==> src/rtl/mem_port_arbiter_pkg.sv <==
// Shared types and helpers for the unified memory port arbiter:
// FSM state encoding, access size codes and lane mask / alignment helpers.
package mem_port_arbiter_pkg;

  typedef enum logic [1:0] {
    ST_IDLE    = 2'd0,
    ST_WAIT_IF = 2'd1,
    ST_WAIT_LS = 2'd2,
    ST_ERR     = 2'd3
  } state_e;

  localparam logic [1:0] SZ_B = 2'd0;
  localparam logic [1:0] SZ_H = 2'd1;
  localparam logic [1:0] SZ_W = 2'd2;
  localparam logic [1:0] SZ_D = 2'd3;

  // Byte enables for an access of 2**size bytes starting at byte lane offset.
  function automatic logic [7:0] size_mask(input logic [1:0] size, input logic [2:0] offset);
    logic [15:0] m;
    m = ((16'd1 << (4'd1 << size)) - 16'd1) << offset;
    return m[7:0];
  endfunction

  function automatic logic misaligned(input logic [1:0] size, input logic [2:0] offset);
    logic [3:0] low_bits;
    low_bits = (4'd1 << size) - 4'd1;
    return (({1'b0, offset} & low_bits) != 4'd0);
  endfunction

endpackage

==> src/rtl/mem_port_arbiter_lane_align.sv <==
// Combinational byte-lane alignment between the requesters and the 64-bit
// memory port: store shift and byte mask, load right-shift, fetch half select.
module mem_port_arbiter_lane_align
  import mem_port_arbiter_pkg::*;
(
  input  logic [63:0] ls_wdata_i,
  input  logic [2:0]  ls_off_i,
  input  logic [1:0]  ls_size_i,
  input  logic        ls_we_i,
  input  logic [2:0]  rd_off_i,
  input  logic        if_hi_i,
  input  logic [63:0] mem_rdata_i,
  output logic [63:0] wdata_o,
  output logic [7:0]  wmask_o,
  output logic [63:0] ls_rdata_o,
  output logic [31:0] if_rdata_o
);

  logic [5:0] wr_shift;
  logic [5:0] rd_shift;

  assign wr_shift   = {ls_off_i, 3'b000};
  assign rd_shift   = {rd_off_i, 3'b000};

  assign wdata_o    = ls_wdata_i << wr_shift;
  // Loads never enable byte lanes; only stores write.
  assign wmask_o    = ls_we_i ? size_mask(ls_size_i, ls_off_i) : 8'h00;
  assign ls_rdata_o = mem_rdata_i >> rd_shift;
  assign if_rdata_o = if_hi_i ? mem_rdata_i[63:32] : mem_rdata_i[31:0];

endmodule

==> src/rtl/mem_port_arbiter.sv <==
// Shares the single memory port between instruction fetch and load/store.
// LS has priority; a streak limit forces one IF grant after MAX_LS_STREAK LS grants.
module mem_port_arbiter
  import mem_port_arbiter_pkg::*;
#(
  parameter int ADDR_W        = 64,
  parameter int MAX_LS_STREAK = 4
) (
  input  logic              clk_i,
  input  logic              rst_ni,
  input  logic              if_req_i,
  input  logic [ADDR_W-1:0] if_addr_i,
  output logic              if_gnt_o,
  output logic              if_rvalid_o,
  output logic [31:0]       if_rdata_o,
  input  logic              ls_req_i,
  input  logic              ls_we_i,
  input  logic [ADDR_W-1:0] ls_addr_i,
  input  logic [1:0]        ls_size_i,
  input  logic [63:0]       ls_wdata_i,
  output logic              ls_gnt_o,
  output logic              ls_rvalid_o,
  output logic [63:0]       ls_rdata_o,
  output logic              ls_err_o,
  output logic              mem_req_o,
  output logic              mem_we_o,
  output logic [ADDR_W-1:0] mem_addr_o,
  output logic [63:0]       mem_wdata_o,
  output logic [7:0]        mem_wmask_o,
  input  logic              mem_gnt_i,
  input  logic              mem_rvalid_i,
  input  logic [63:0]       mem_rdata_i
);

  localparam int STREAK_W = $clog2(MAX_LS_STREAK + 1);
  localparam logic [STREAK_W-1:0] STREAK_MAX = STREAK_W'(MAX_LS_STREAK);
  localparam logic [ADDR_W-1:0]   LANE_CLR   = ~ADDR_W'(7);

  state_e              state_q, state_d;
  logic [STREAK_W-1:0] streak_q, streak_d;
  logic [2:0]          off_q, off_d;
  logic                we_q, we_d;
  logic                if_hi_q, if_hi_d;

  logic        ls_win;
  logic        ls_mis;
  logic        ls_take;
  logic [63:0] al_wdata;
  logic [7:0]  al_wmask;
  logic [63:0] al_ls_rdata;
  logic [31:0] al_if_rdata;

  assign ls_win = ls_req_i && !(if_req_i && (streak_q == STREAK_MAX));
  assign ls_mis = misaligned(ls_size_i, ls_addr_i[2:0]);

  mem_port_arbiter_lane_align u_align (
    .ls_wdata_i  (ls_wdata_i),
    .ls_off_i    (ls_addr_i[2:0]),
    .ls_size_i   (ls_size_i),
    .ls_we_i     (ls_we_i),
    .rd_off_i    (off_q),
    .if_hi_i     (if_hi_q),
    .mem_rdata_i (mem_rdata_i),
    .wdata_o     (al_wdata),
    .wmask_o     (al_wmask),
    .ls_rdata_o  (al_ls_rdata),
    .if_rdata_o  (al_if_rdata)
  );

  always_ff @(posedge clk_i) begin
    if (!rst_ni) begin
      state_q  <= ST_IDLE;
      streak_q <= '0;
      off_q    <= '0;
      we_q     <= 1'b0;
      if_hi_q  <= 1'b0;
    end else begin
      state_q  <= state_d;
      streak_q <= streak_d;
      off_q    <= off_d;
      we_q     <= we_d;
      if_hi_q  <= if_hi_d;
    end
  end

  // Every output is qualified by rst_ni so the port is silent while reset is held.
  always_comb begin
    state_d     = state_q;
    streak_d    = streak_q;
    off_d       = off_q;
    we_d        = we_q;
    if_hi_d     = if_hi_q;
    ls_take     = 1'b0;
    if_gnt_o    = 1'b0;
    if_rvalid_o = 1'b0;
    if_rdata_o  = '0;
    ls_gnt_o    = 1'b0;
    ls_rvalid_o = 1'b0;
    ls_rdata_o  = '0;
    ls_err_o    = 1'b0;
    mem_req_o   = 1'b0;
    mem_we_o    = 1'b0;
    mem_addr_o  = '0;
    mem_wdata_o = '0;
    mem_wmask_o = '0;

    unique case (state_q)
      ST_IDLE: begin
        if (rst_ni && ls_win) begin
          if (ls_mis) begin
            // Misaligned accesses never reach memory; answered from ERR.
            ls_take = 1'b1;
            state_d = ST_ERR;
          end else begin
            mem_req_o   = 1'b1;
            mem_we_o    = ls_we_i;
            mem_addr_o  = ls_addr_i & LANE_CLR;
            mem_wdata_o = al_wdata;
            mem_wmask_o = al_wmask;
            ls_take     = mem_gnt_i;
            if (mem_gnt_i) begin
              state_d = ST_WAIT_LS;
              off_d   = ls_addr_i[2:0];
              we_d    = ls_we_i;
            end
          end
          ls_gnt_o = ls_take;
          if (ls_take) begin
            if (!if_req_i) begin
              streak_d = '0;
            end else if (streak_q != STREAK_MAX) begin
              streak_d = streak_q + STREAK_W'(1);
            end
          end
        end else if (rst_ni && if_req_i) begin
          mem_req_o  = 1'b1;
          mem_addr_o = if_addr_i & LANE_CLR;
          if_gnt_o   = mem_gnt_i;
          if (mem_gnt_i) begin
            state_d  = ST_WAIT_IF;
            if_hi_d  = if_addr_i[2];
            streak_d = '0;
          end
        end
      end

      ST_WAIT_IF: begin
        if (rst_ni && mem_rvalid_i) begin
          if_rvalid_o = 1'b1;
          if_rdata_o  = al_if_rdata;
          state_d     = ST_IDLE;
        end
      end

      ST_WAIT_LS: begin
        if (rst_ni && mem_rvalid_i) begin
          ls_rvalid_o = 1'b1;
          ls_rdata_o  = we_q ? 64'd0 : al_ls_rdata;
          state_d     = ST_IDLE;
        end
      end

      ST_ERR: begin
        if (rst_ni) begin
          ls_rvalid_o = 1'b1;
          ls_err_o    = 1'b1;
          state_d     = ST_IDLE;
        end
      end

      default: state_d = ST_IDLE;
    endcase
  end

endmodule
==> config.mk <==
export PLATFORM = sky130hd
export DESIGN_NAME = mem_port_arbiter
export DESIGN_NICKNAME = d
export VERILOG_FILES = /design/src/rtl/mem_port_arbiter_pkg.sv /design/src/rtl/mem_port_arbiter_lane_align.sv /design/src/rtl/mem_port_arbiter.sv
export SDC_FILE = /design/constraint.sdc
export NUM_CORES = 1
export LEC_CHECK = 0
export ABC_AREA = 0
export BUFFER_PORTS_ARGS = -buffer_cell sky130_fd_sc_hd__buf_2
export CORE_AREA = 4 4 195 197
export CTS_CLUSTER_DIAMETER = 60
export DETAILED_ROUTE_END_ITERATION = 8
export DIE_AREA = 0 0 199 201
export PLACE_DENSITY_LB_ADDON = 0.12
export SETUP_SLACK_MARGIN = 0.02
export SLEW_MARGIN = 20
export SYNTH_ARGS = -nofsm -noshare
export SYNTH_HDL_FRONTEND = slang
export SYNTH_SLANG_ARGS = --single-unit
==> constraint.sdc <==
create_clock -name clk_i -period 9.5 [get_ports clk_i]
set_clock_uncertainty 0.15 [all_clocks]
set_input_delay 2.375 -clock clk_i [delete_from_list [all_inputs] [get_ports clk_i]]
set_output_delay 2.375 -clock clk_i [all_outputs]
set_load 0.05 [all_outputs]
==> results_dict.tcl <==
set metrics [dict create \
    setup_violations 0 \
    ys_top_cells_by_count "mux2i_1, nor2_1, nand2_1" \
    antenna_found_initial 3 \
    yosysMostFrequentCell "mux2i_1" \
    drtIter0Drc 285 \
    power_density_mw_per_mm2 91.9 \
    syn_area_mm2 0.00568 \
    hold_buffers 0 \
    dpl.hpwl_mm 28.0 \
    ys_warn_count 0 \
    rsz0062_at_grt "false" \
    post_cts_resized 0 \
    setup.worst_path.start_class "input port" \
    firstDrtPassIters 4 \
    die_height_um 201 \
    ant_nets 0 \
    cts_root_buffer "clkbuf_16" \
    dieArea_mm2 0.0400 \
    dp_slack_ps 1930 \
    yosys.area.top_type "mux2i_1" \
    critical_path_class "input port to output port" \
    ys_top_cells_by_area "mux2i_1, a22o_1, nor2_1, mux4_2, mux2_2" \
    postCtsSetupRepairBufs 0 \
    ys_seq_elements 10 \
    async_flop_share_pct 0 \
    p_leak_nw 4.38 \
    cts_tree "done" \
    clockBufferDepth 2 \
    status "complete, no violations" \
    clock_latency_ps 240 \
    path_cells "buf_2 > buf_4 > nor2b_1 > o2bb2ai_1 > nand2_1 > a21oi_1 > buf_2" \
    min_period_over_period_pct 79.5 \
    numCtsBuffers 3 \
    drive_gt1_share_pct 46.4 \
    area_growth_pct 50.9 \
    dp_cells 1700 \
    cp.required_ps 6980 \
    ys_seq_area_share_pct 3.52 \
    timing.critical_path.buf_inv 3 \
    gp_congestion 0.842 \
    overflow 0 \
    num_vias 7814 \
    max_clock_freq_mhz 132 \
    die_w_um 199 \
    grt_use_total_pct 16.1 \
    num_io_pins 504 \
    holdPathStages 2 \
    synth_flop_cell "dfxtp_1" \
    path_common_cell "buf_2" \
    cp_top_family "buffers and inverters" \
    initial_utilization_pct 15.7 \
    min_period_ps 7550 \
    hold_class "register to register" \
    clk_pin_slew_ps 40 \
    max-vdd-ir-drop_uv 53.5 \
    cp.depth 7 \
    tightest_slew_ps 1100 \
    finalMaxSlewViolations 0 \
    routed_via_density 4.58 \
    io_buffers 498 \
    synth.avg_cell_area_um2 7.00 \
    hold_viol_final 0 \
    synth_edf_count 0 \
    worstPathArrival_ps 5030 \
    drc_errors 0 \
    tns_ps 0 \
    grt_pass1_vias 7951 \
    syn_inst 811 \
    cap_violations 0 \
    grt_pass1_wl_mm 50.7 \
    wl_mm 35.0 \
    wire_per_inst_um 20.5 \
    maxSlewHeadroom_pct 26.7 \
    cpMaxStageDelayCell "nor2b_1" \
    clock_sinks 10 \
    whs_ps 334 \
    final_nets 1510 \
    cts_htree_levels 1 \
    rows 70 \
    end_kind "output port" \
    power_mw 0.788 \
    reg2reg_depth 7 \
    core_area_mm2 0.0363 \
    worstPathMaxFanout 32 \
    synth_top_area_share_pct 23.3 \
    slowest_delay_ps 870 \
    final.setup.worst_slack_ps 1950 \
    grt_max_degree 100 \
    stdcell_count 1706 \
    ys_types 53 \
]
cell type report:
cell class	count	area (µm²)
Clock buffer	4	88.8
Tap cell	468	586
Multi-Input combinational cell	700	5050
Sequential cell	10	206
Timing Repair Buffer	512	2600
Inverter	10	37.5
Fill cell	4185	27700
Antenna cell	2	5.00
routing by layer:
layer / vias to the layer above / GRT usage [%] / wire length (µm)
li1: 3859 / - / -
met1: 3640 / 20.3 / 15200
met2: 288 / 27.4 / 16300
met3: 27 / 5.02 / 2930
met4: 0 / 2.47 / 534
met5: - / 0 / 0
sequential cells by signal (all words and copies together), names as in the netlist:
register,flops
streak_q,3
if_hi_q,1
state_q,2
we_q,1
off_q,3
metrics by stage:
| stage | util, % | area [µm²] |
|---|---|---|
| 6_report | 23.6 | 8570 |
| 5_1_grt | 23.6 | 8570 |
| 4_1_cts | 23.6 | 8570 |
| 3_5_place_dp | 23.4 | 8480 |
| 3_3_place_gp | 23.4 | 8480 |
| 2_1_floorplan | - | 5690 |
power breakdown:
part | internal [mW] | switching [mW]
logic | 0.200 | 0.445
registers | 0.0463 | 0.0120
clock network | 0.0634 | 0.0213
total | 0.310 | 0.478
path summary, 6_finish.rpt:
kind                      from              end  slack [ps]
setup / recovery  ls_addr_i[0]  mem_wdata_o[48]        1950
hold / removal     streak_q[1]      streak_q[1]         330
setup reg to reg    state_q[0]          if_hi_q        6750
hold reg to reg    streak_q[1]      streak_q[1]         330
placed cells by master (no fill, tap or decap), drive strengths merged, types with 2 or more instances in the layout:
cell type	Yosys	layout
buf	54	512
mux2i	132	132
nor2	97	97
nand2	76	76
a22o	61	61
a21oi	36	36
o21ai	36	36
nand3	29	29
mux2	26	26
nor3	24	24
and2	22	22
and3	21	21
a211oi	19	19
o22ai	17	17
mux4	14	14
nor2b	13	13
o211ai	11	11
a2bb2oi	10	10
dfxtp	10	10
o2bb2ai	9	9
inv	9	9
o21a	8	8
ha	8	8
nand2b	4	4
clkbuf	39	4
o22a	3	3
conb	1	3
diode	0	2
nand4	2	2
o311ai	2	2
nor4	2	2
and4b	2	2
or3	2	2
a31oi	2	2
kinds of logic (layout without fill, tap and decap cells):
group	count (synthesis)	after routing	synth area share, %
mux	172	172	34.0
buf+inv	103	526	8.24
simple gates	298	298	24.9
compound gates	219	219	27.6
other cells	1	5	0.0660
fa+ha+maj	8	8	1.76
flops	10	10	3.52
worst min-delay path: cells and delay by family, from the launching register on:
| kind | cells | cell delay, ps |
|---|---|---|
| flops | 1 | 320 |
| mux | 1 | 60 |
| simple gates | 1 | 60 |
Power figures use the tool's default switching activity.
